## src/rtl/sb_deser_pkg.sv

```systemverilog
// Shared types and constants for the sideband deserializer.
package sb_deser_pkg;

  // Assembly FSM: IDLE while the bit counter is zero, RECV while a frame is partial.
  typedef enum logic {
    ST_IDLE = 1'b0,
    ST_RECV = 1'b1
  } state_e;

  // Bit-order selectors for the MSB_FIRST parameter.
  localparam int ORDER_LSB_FIRST = 0;
  localparam int ORDER_MSB_FIRST = 1;

endpackage

```

## src/rtl/sb_deser_out_buf.sv

```systemverilog
// One-entry ready/valid holding register for completed frames.
// Handshake: a frame transfers on a cycle where out_valid && out_ready; out_data
// is held stable while out_valid is high. A load is accepted whenever the entry
// is empty or is being drained in the same cycle (can_load).
module sb_deser_out_buf #(
  parameter int WIDTH = 64
) (
  input  logic             clk,
  input  logic             rst_n,
  input  logic             load,
  input  logic [WIDTH-1:0] load_data,
  input  logic             out_ready,
  output logic             out_valid,
  output logic [WIDTH-1:0] out_data,
  output logic             can_load
);

  logic             valid_q, valid_d;
  logic [WIDTH-1:0] data_q, data_d;

  assign can_load  = !valid_q || out_ready;
  assign out_valid = valid_q;
  assign out_data  = data_q;

  // Next entry state: a fresh frame wins over a drain in the same cycle.
  always_comb begin
    valid_d = valid_q;
    data_d  = data_q;
    if (load && can_load) begin
      valid_d = 1'b1;
      data_d  = load_data;
    end else if (out_ready) begin
      valid_d = 1'b0;
    end
  end

  // Entry registers.
  always_ff @(posedge clk or negedge rst_n) begin
    if (!rst_n) begin
      valid_q <= 1'b0;
      data_q  <= '0;
    end else begin
      valid_q <= valid_d;
      data_q  <= data_d;
    end
  end

endmodule

```

## src/rtl/sb_deserializer_hs.sv

```systemverilog
// Sideband serial-to-parallel converter with ready/valid output, gap abort and
// sticky overflow. Optional drop counter enabled by SB_DESER_DROP_CNT_EN.
module sb_deserializer_hs
  import sb_deser_pkg::*;
#(
  parameter int WIDTH     = 64,
  parameter int WIDTH_W   = $clog2(WIDTH),
  parameter int MSB_FIRST = 0,
  parameter int GAP_MAX   = 32,
  parameter int CNT_W     = 8
) (
  input  logic             clk,
  input  logic             rst_n,
  input  logic             in_data,
  input  logic             in_valid,
  output logic [WIDTH-1:0] out_data,
  output logic             out_valid,
  input  logic             out_ready,
  output logic             busy,
  output logic             frame_abort,
  output logic             overflow,
  input  logic             clear_err
`ifdef SB_DESER_DROP_CNT_EN
  ,
  output logic [CNT_W-1:0] drop_cnt
`endif
);

  // Gap counter is sized so GAP_MAX fits even when GAP_MAX is 0 or 1.
  localparam int                 GAP_W    = $clog2(GAP_MAX + 2);
  localparam logic [GAP_W-1:0]   GAP_LAST = GAP_W'((GAP_MAX > 0) ? GAP_MAX - 1 : 0);
  localparam logic [WIDTH_W-1:0] CNT_LAST = WIDTH_W'(WIDTH - 1);

  state_e             state_q, state_d;
  logic [WIDTH_W-1:0] cnt_q, cnt_d, idx;
  logic [GAP_W-1:0]   gap_q, gap_d;
  logic [WIDTH-1:0]   asm_q, asm_d, frame;
  logic               busy_q, abort_q, ovf_q, ovf_d;
  logic               frame_done, gap_hit, can_load, drop;

  // Bit placement and the assembly word including the current bit.
  always_comb begin
    idx   = (MSB_FIRST == ORDER_MSB_FIRST) ? (CNT_LAST - cnt_q) : cnt_q;
    frame = asm_q;
    frame[idx] = in_data;
  end

  assign frame_done = in_valid && (cnt_q == CNT_LAST);
  // Abort fires on the GAP_MAX-th consecutive idle cycle of a partial frame.
  assign gap_hit    = (GAP_MAX != 0) && (state_q == ST_RECV) && !in_valid && (gap_q == GAP_LAST);
  assign drop       = frame_done && !can_load;

  // FSM next state, bit counter, gap timer and assembly register.
  always_comb begin
    state_d = state_q;
    cnt_d   = cnt_q;
    gap_d   = '0;
    asm_d   = asm_q;
    unique case (state_q)
      ST_IDLE: begin
        if (in_valid) begin
          state_d = ST_RECV;
          cnt_d   = cnt_q + 1'b1;
          asm_d   = frame;
        end
      end
      ST_RECV: begin
        if (in_valid) begin
          if (frame_done) begin
            state_d = ST_IDLE;
            cnt_d   = '0;
            asm_d   = '0;
          end else begin
            cnt_d = cnt_q + 1'b1;
            asm_d = frame;
          end
        end else if (gap_hit) begin
          state_d = ST_IDLE;
          cnt_d   = '0;
          asm_d   = '0;
        end else if (GAP_MAX != 0) begin
          gap_d = gap_q + 1'b1;
        end
      end
      default: state_d = ST_IDLE;
    endcase
  end

  // Sticky overflow: a drop in the same cycle beats clear_err.
  always_comb begin
    ovf_d = ovf_q;
    if (drop)           ovf_d = 1'b1;
    else if (clear_err) ovf_d = 1'b0;
  end

  // State, counters and registered status flags.
  always_ff @(posedge clk or negedge rst_n) begin
    if (!rst_n) begin
      state_q <= ST_IDLE;
      cnt_q   <= '0;
      gap_q   <= '0;
      asm_q   <= '0;
      busy_q  <= 1'b0;
      abort_q <= 1'b0;
      ovf_q   <= 1'b0;
    end else begin
      state_q <= state_d;
      cnt_q   <= cnt_d;
      gap_q   <= gap_d;
      asm_q   <= asm_d;
      busy_q  <= (cnt_d != '0);
      abort_q <= gap_hit;
      ovf_q   <= ovf_d;
    end
  end

  assign busy        = busy_q;
  assign frame_abort = abort_q;
  assign overflow    = ovf_q;

  sb_deser_out_buf #(.WIDTH(WIDTH)) u_out_buf (
    .clk       (clk),
    .rst_n     (rst_n),
    .load      (frame_done),
    .load_data (frame),
    .out_ready (out_ready),
    .out_valid (out_valid),
    .out_data  (out_data),
    .can_load  (can_load)
  );

`ifdef SB_DESER_DROP_CNT_EN
  logic [CNT_W-1:0] drop_cnt_q, drop_cnt_d;

  // Saturating drop counter; an increment beats clear_err.
  always_comb begin
    drop_cnt_d = drop_cnt_q;
    if (drop) begin
      if (drop_cnt_q != '1) drop_cnt_d = drop_cnt_q + 1'b1;
    end else if (clear_err) begin
      drop_cnt_d = '0;
    end
  end

  // Drop counter register.
  always_ff @(posedge clk or negedge rst_n) begin
    if (!rst_n) drop_cnt_q <= '0;
    else        drop_cnt_q <= drop_cnt_d;
  end

  assign drop_cnt = drop_cnt_q;
`endif

endmodule
```

## config.mk

```make
export PLATFORM = sky130hd
export DESIGN_NAME = sb_deserializer_hs
export DESIGN_NICKNAME = d
export VERILOG_FILES = /design/src/rtl/sb_deser_pkg.sv /design/src/rtl/sb_deser_out_buf.sv /design/src/rtl/sb_deserializer_hs.sv
export SDC_FILE = /design/constraint.sdc
export NUM_CORES = 1
export LEC_CHECK = 0
export CAP_MARGIN = 25
export CORE_MARGIN = 2
export CORE_UTILIZATION = 30
export CTS_CLUSTER_DIAMETER = 80
export DETAILED_ROUTE_END_ITERATION = 10
export GPL_ROUTABILITY_DRIVEN = 0
export PLACE_DENSITY_LB_ADDON = 0.3
export SETUP_SLACK_MARGIN = 0.05
export SLEW_MARGIN = 30
export SYNTH_ARGS = -nofsm -noshare
export SYNTH_HDL_FRONTEND = slang
export SYNTH_SLANG_ARGS = --single-unit
```

## constraint.sdc

```tcl
create_clock -name clk -period 2.42 [get_ports clk]
set_input_delay 0.484 -clock clk [delete_from_list [all_inputs] [get_ports clk]]
set_output_delay 0.484 -clock clk [all_outputs]
set_load 0.01 [all_outputs]
```

==> results.cfg, run 1 <==
[yosys]
synthTopCellsByArea = dfrtp_1 49%, mux2i_1 8.8%, o21ai_0 7.1%
async_flop_share_pct = 100
syn_nets = 743
synthesis.instances = 735
ys_types = 46
synth_top_area_cell = dfrtp_1
synth-seq-cells = 145
seq_area_frac_synth_pct = 49.3
netlist_area_sq_um = 7350
synth_top_area_share_pct = 49.3
yosysWarnings = 0
syn_area_per_cell_sq_um = 10.0
synth-edff-count = 0
ys.flop_type = dfrtp_1

[worst_setup_path]
critPathTopFamily = buffers and inverters
path_cells = ha_1 > nand3_1 > o21ai_4 > buf_12 > buf_4 > a21oi_1 > o21ai_0 > o21ai_0
r2r-start = cnt_q[0]
path_class = register to register
cp_slowest_stage_delay_ps = 350
worst_path_max_delay_cell = dfrtp_1
cp_data_arrival_time_ps = 2300
required_ps = 2720
crit_fanout = 47
worstSetupStartpointType = register
r2r_end = asm_q[8]
worstPathBufferInverterCount = 2
r2r_cells = 8
endpoint_kind = register
reg2reg_slack_ps = 420
critPathMostFrequentCell = o21ai_0

[min_path]
hold_class = primary input to async pin

[floorplan]
initial_utilization_pct = 30.4
fp.dieH_um = 161
dieArea_sq_um = 25800
row_count = 57
io_pins = 74
core_sq_um = 24200
die_x_um = 161

[finish]
final_nets = 807
area_delta_synth_final_pct = 22.4
final_common_cell = dfrtp_1
layout-drive-gt1-share_pct = 19.6
final_cell_mix = 145 x dfrtp_1, 104 x o21ai_0, 73 x nor2_1, 71 x clkdlybuf4s50_1, 65 x mux2i_1
diodes = 0

[power]
p_leak_nw = 3.92
ir_worst_vdd_mv = 0.457
p_per_area_nw_per_um2 = 712

[placed_design]
dp_hpwl_mm = 11.2
port_buffers = 73
pre_cts_slack_ps = 124

[clocking]
ctsHoldBuffers = 0
cts_max_level = 4
insertion_delay_ps = 430
clkTransAtPathRegs_ps = 60
clock-sinks = 145
cts_setup_buffers = 0
cts_root_buf = clkbuf_16
cts_buffer_depth = 2
cts-buffers-inserted = 17
cts_repair_resize_count = 0
tritoncts = built

[drt]
drc = 0
wirelength_mm = 17.7
drt_first_iter_violations = 395
ant_nets = 0
wl_per_cell_um = 15.6
viasPerCell = 4.83
dr.pass1.iters = 5
num_vias = 5481

[job]
cap_violations = 0

[timing]
finalSetupTns_ps = 0
setup_ws_ps = 423
worstMarginPinSlew_ps = 722
maxSlewViolCount = 0
relSlewSlack_pct = 51.8
holdWs_ps = 32.5
finalCriticalPeriod_ps = 2000
rsz0062_at_grt = no
skew_ps = 6.51
final-setup-viol-count = 0
fmax_mhz = 501
hold_viol = 0
fin_crit_sh_pct = 82.5

[grt]
gr-total-overflow = 0
grt_pass1_vias = 5236
grt_pass1_wl_mm = 29.1
antenna_found_initial = 0
grtUsageTotal_pct = 14.2
grt_start_max_net_pins = 75

[status]
status = finished, final reports clean
## cells in the mapped netlist (8+ instances only)
master    number
dfrtp_1      145
o21ai_0      104
nor2_1        74
mux2i_1       65
a21oi_1       63
a21oi_2       56
nand2_1       56
clkbuf_1      20
nor2_2        20
buf_2         18
a22o_1        16
buf_6         14
o21ai_1       14
buf_4          8
## how the worst max path moves through the flow
stage | start | end | slack [ps] | cells past startpoint
5_1_grt | cnt_q[1] | asm_q[13] | 160 | 8
3_3_place_gp | in_valid | asm_q[47] | 90 | 4
2_1_floorplan | cnt_q[0] | u_out_buf.out_data[46] | 830 | 6
4_1_cts | cnt_q[0] | asm_q[8] | 410 | 8
6_report | cnt_q[0] | asm_q[8] | 420 | 8
3_5_place_dp | in_valid | u_out_buf.out_data[29] | 120 | 7
## stage by stage
step	instance area [sq um]	total power [mW]	util, %	cells
after CTS	9000	6.48	37.2	1135
after global placement	8400	3.74	34.8	1104
final	9000	6.41	37.2	1135
after global routing	9000	6.71	37.2	1135
after floorplan	7350	3.37	-	735
after detailed placement	8400	3.76	34.8	1104
## logic make-up (layout without fill, tap and decap cells)
family | after synthesis | after routing | share of synthesized area [%]
flops | 145 | 145 | 49.3
xor+xnor | 4 | 4 | 0.477
fa+ha+maj | 2 | 2 | 0.340
simple gates | 190 | 190 | 12.9
compound gates | 262 | 262 | 22.0
buf+inv | 67 | 143 | 6.16
mux | 65 | 65 | 8.85
## final cells by class
type / instances / area (sq um)
clock buffer: 18 / 429
clock inverter: 13 / 164
fill: 2411 / 15200
inverter: 4 / 15.0
multi-input combinational: 523 / 3280
sequential: 145 / 3630
tap: 324 / 405
timing repair buffer: 108 / 1080
## power breakdown
group | leakage (nW) | switching, mW | total, mW | internal [mW]
sequential | 2.01 | 0.0760 | 2.59 | 2.52
combinational | 1.64 | 0.736 | 1.12 | 0.386
clock | 0.274 | 1.08 | 2.69 | 1.62
## metal layers
layer | track usage [%] | wire length [um] | vias up
met4 | 3.69 | 144 | 0
li1 | - | - | 2698
met2 | 21.0 | 8060 | 102
met1 | 20.7 | 8700 | 2669
met5 | 0 | 0 | -
met3 | 3.74 | 750 | 12
## flip-flops by register name, indices dropped and copies added (netlist names)
| signal | count |
|---|---|
| overflow | 1 |
| state_q | 1 |
| busy | 1 |
| asm_q | 64 |
| frame_abort | 1 |
| u_out_buf.out_valid | 1 |
| gap_q | 6 |
| cnt_q | 6 |
| u_out_buf.out_data | 64 |
Power figures use the tool's default switching activity.
==> run 2: changes to the inputs <==
==> constraint.sdc (replaced) <==
create_clock -name clk -period 2 [get_ports clk]
set_input_delay 0.4 -clock clk [delete_from_list [all_inputs] [get_ports clk]]
set_output_delay 0.4 -clock clk [all_outputs]
set_load 0.01 [all_outputs]
==> run 2 against run 1 <==
  * Routed wire length is 2.7% higher
  * Total power is 21% higher
  * Critical path type unchanged
  * Largest power group is now sequential cells
  * Die area stayed put
  * Largest cell class unchanged
  * Flip-flop and latch count stayed put
  * Combinational power is 37% higher
  * Setup slack worse by 250 ps
  * Cell area is 3.4% higher
  * Global-route usage is 0.71 points higher
  * Non-clock buffer count is 35 higher
  * Sequential share of layout area is 1.3 points lower
  * Final cell count is 3.2% higher
==> results.cfg, run 2 (synthesized netlist as in run 1, its figures left out) <==
[finish]
final_nets = 842
fin_util_pct = 38.5
final_common_cell = dfrtp_1
area_delta_synth_final_pct = 26.5
final_cell_mix = 145 x dfrtp_1, 104 x o21ai_0, 73 x nor2_1, 71 x clkdlybuf4s50_1, 65 x mux2i_1
diodes = 0
stdcell_count = 1171
layout-drive-gt1-share_pct = 22.9

[worst_setup_path]
endpoint_kind = register
worstSetupStartpointType = register
cp_data_arrival_time_ps = 2190
crit_fanout = 54
required_ps = 2350
path_class = register to register

[min_path]
hold_class = register to register

[drt]
drc = 0
dr.pass1.iters = 6
viasPerCell = 4.84
wirelength_mm = 18.1
wl_per_cell_um = 15.5
drt_first_iter_violations = 353
ant_nets = 0
num_vias = 5672

[clocking]
clkTransAtPathRegs_ps = 60
cts_max_level = 4
cts_root_buf = clkbuf_16
tritoncts = built
cts_buffer_depth = 2
cts-buffers-inserted = 17
insertion_delay_ps = 440
cts_setup_buffers = 0
clock-sinks = 145

[grt]
grt_start_max_net_pins = 64
gr-total-overflow = 0
grt_pass1_vias = 5579
grt_pass1_wl_mm = 30.7
antenna_found_initial = 0
grtUsageTotal_pct = 14.9

[floorplan]
die_x_um = 161
initial_utilization_pct = 30.4
dieArea_sq_um = 25800
row_count = 57
core_sq_um = 24200
fp.dieH_um = 161
io_pins = 74

[timing]
final-setup-viol-count = 0
hold_viol = 0
relSlewSlack_pct = 50.7
skew_ps = 12.9
rsz0062_at_grt = yes
maxSlewViolCount = 0
worstMarginPinSlew_ps = 739
finalCriticalPeriod_ps = 1830
fin_crit_sh_pct = 91.6
fmax_mhz = 546

[power]
p_per_area_nw_per_um2 = 836
ir_worst_vdd_mv = 0.357
p_leak_nw = 4.11

[placed_design]
dp_hpwl_mm = 12.0
dp.cells = 1138
port_buffers = 73

[job]
cap_violations = 0

[status]
status = finished, final reports clean
-- run 2: repair_timing --
action,CTS,global route
resized for setup,0,7
endpoints found under the hold margin,46,0
hold buffers,1,0
endpoints found under the setup margin,0,49
-- run 2: worst paths after layout --
| check | cells past startpoint | end | start | slack (ps) |
|---|---|---|---|---|
| min in group asynchronous | 2 | u_out_buf.out_data[54] | rst_n | 480 |
| worst min register to register | 1 | gap_q[0] | gap_q[0] | 460 |
| worst min-delay path | 1 | gap_q[0] | gap_q[0] | 460 |
| worst max register to register | 8 | u_out_buf.out_data[0] | cnt_q[0] | 170 |
| max in group asynchronous | 3 | u_out_buf.out_data[11] | rst_n | 870 |
| worst max-delay path | 8 | u_out_buf.out_data[0] | cnt_q[0] | 170 |
-- run 2: report_power, final --
group	total (mW)	switching, mW	internal (mW)
sequential	3.12	0.0739	3.04
combinational	1.53	0.950	0.584
clock	3.12	1.30	1.82
total	7.77	2.33	5.44
-- run 2: through the flow --
stage / instance area [sq um] / worst slack [ps] / total power [mW] / hold WS (ps) / setup TNS [ps]
floorplan: 7350 / 411 / 4.08 / 104 / 0
global placement: 8680 / -222 / 4.67 / 415 / -10620
detailed placement: 8680 / -164 / 4.69 / 409 / -11170
CTS: 9270 / 62.1 / 7.83 / 466 / 0
global route: 9300 / 42.5 / 8.15 / 491 / 0
finish: 9300 / 168 / 7.77 / 462 / 0
-- run 2: routing by layer --
metal	track usage, %	part of all wire [%]	vias to the layer above
met3	3.43	4.0	19
met2	22.0	46	111
met1	21.6	49	2772
li1	-	-	2770
met4	5.16	1.5	0
met5	0	0	-
-- run 2: final cells by class --
type | count | area, sq um
fillers | 2419 | 14900
clock inverters | 11 | 105
clock buffers | 21 | 470
repair buffers | 143 | 1400
multi-input cells | 523 | 3280
flip-flops and latches | 145 | 3630
inverters | 4 | 15.0
well taps | 324 | 405
-- run 2: worst max-delay path: stages (launching register included) --
cell and delay, ps:
dfrtp_1 360, ha_1 190, buf_4 140, nand3_1 90
or2_4 260, nor2b_4 170, buf_12 280, nor2_1 70
a21oi_1 130
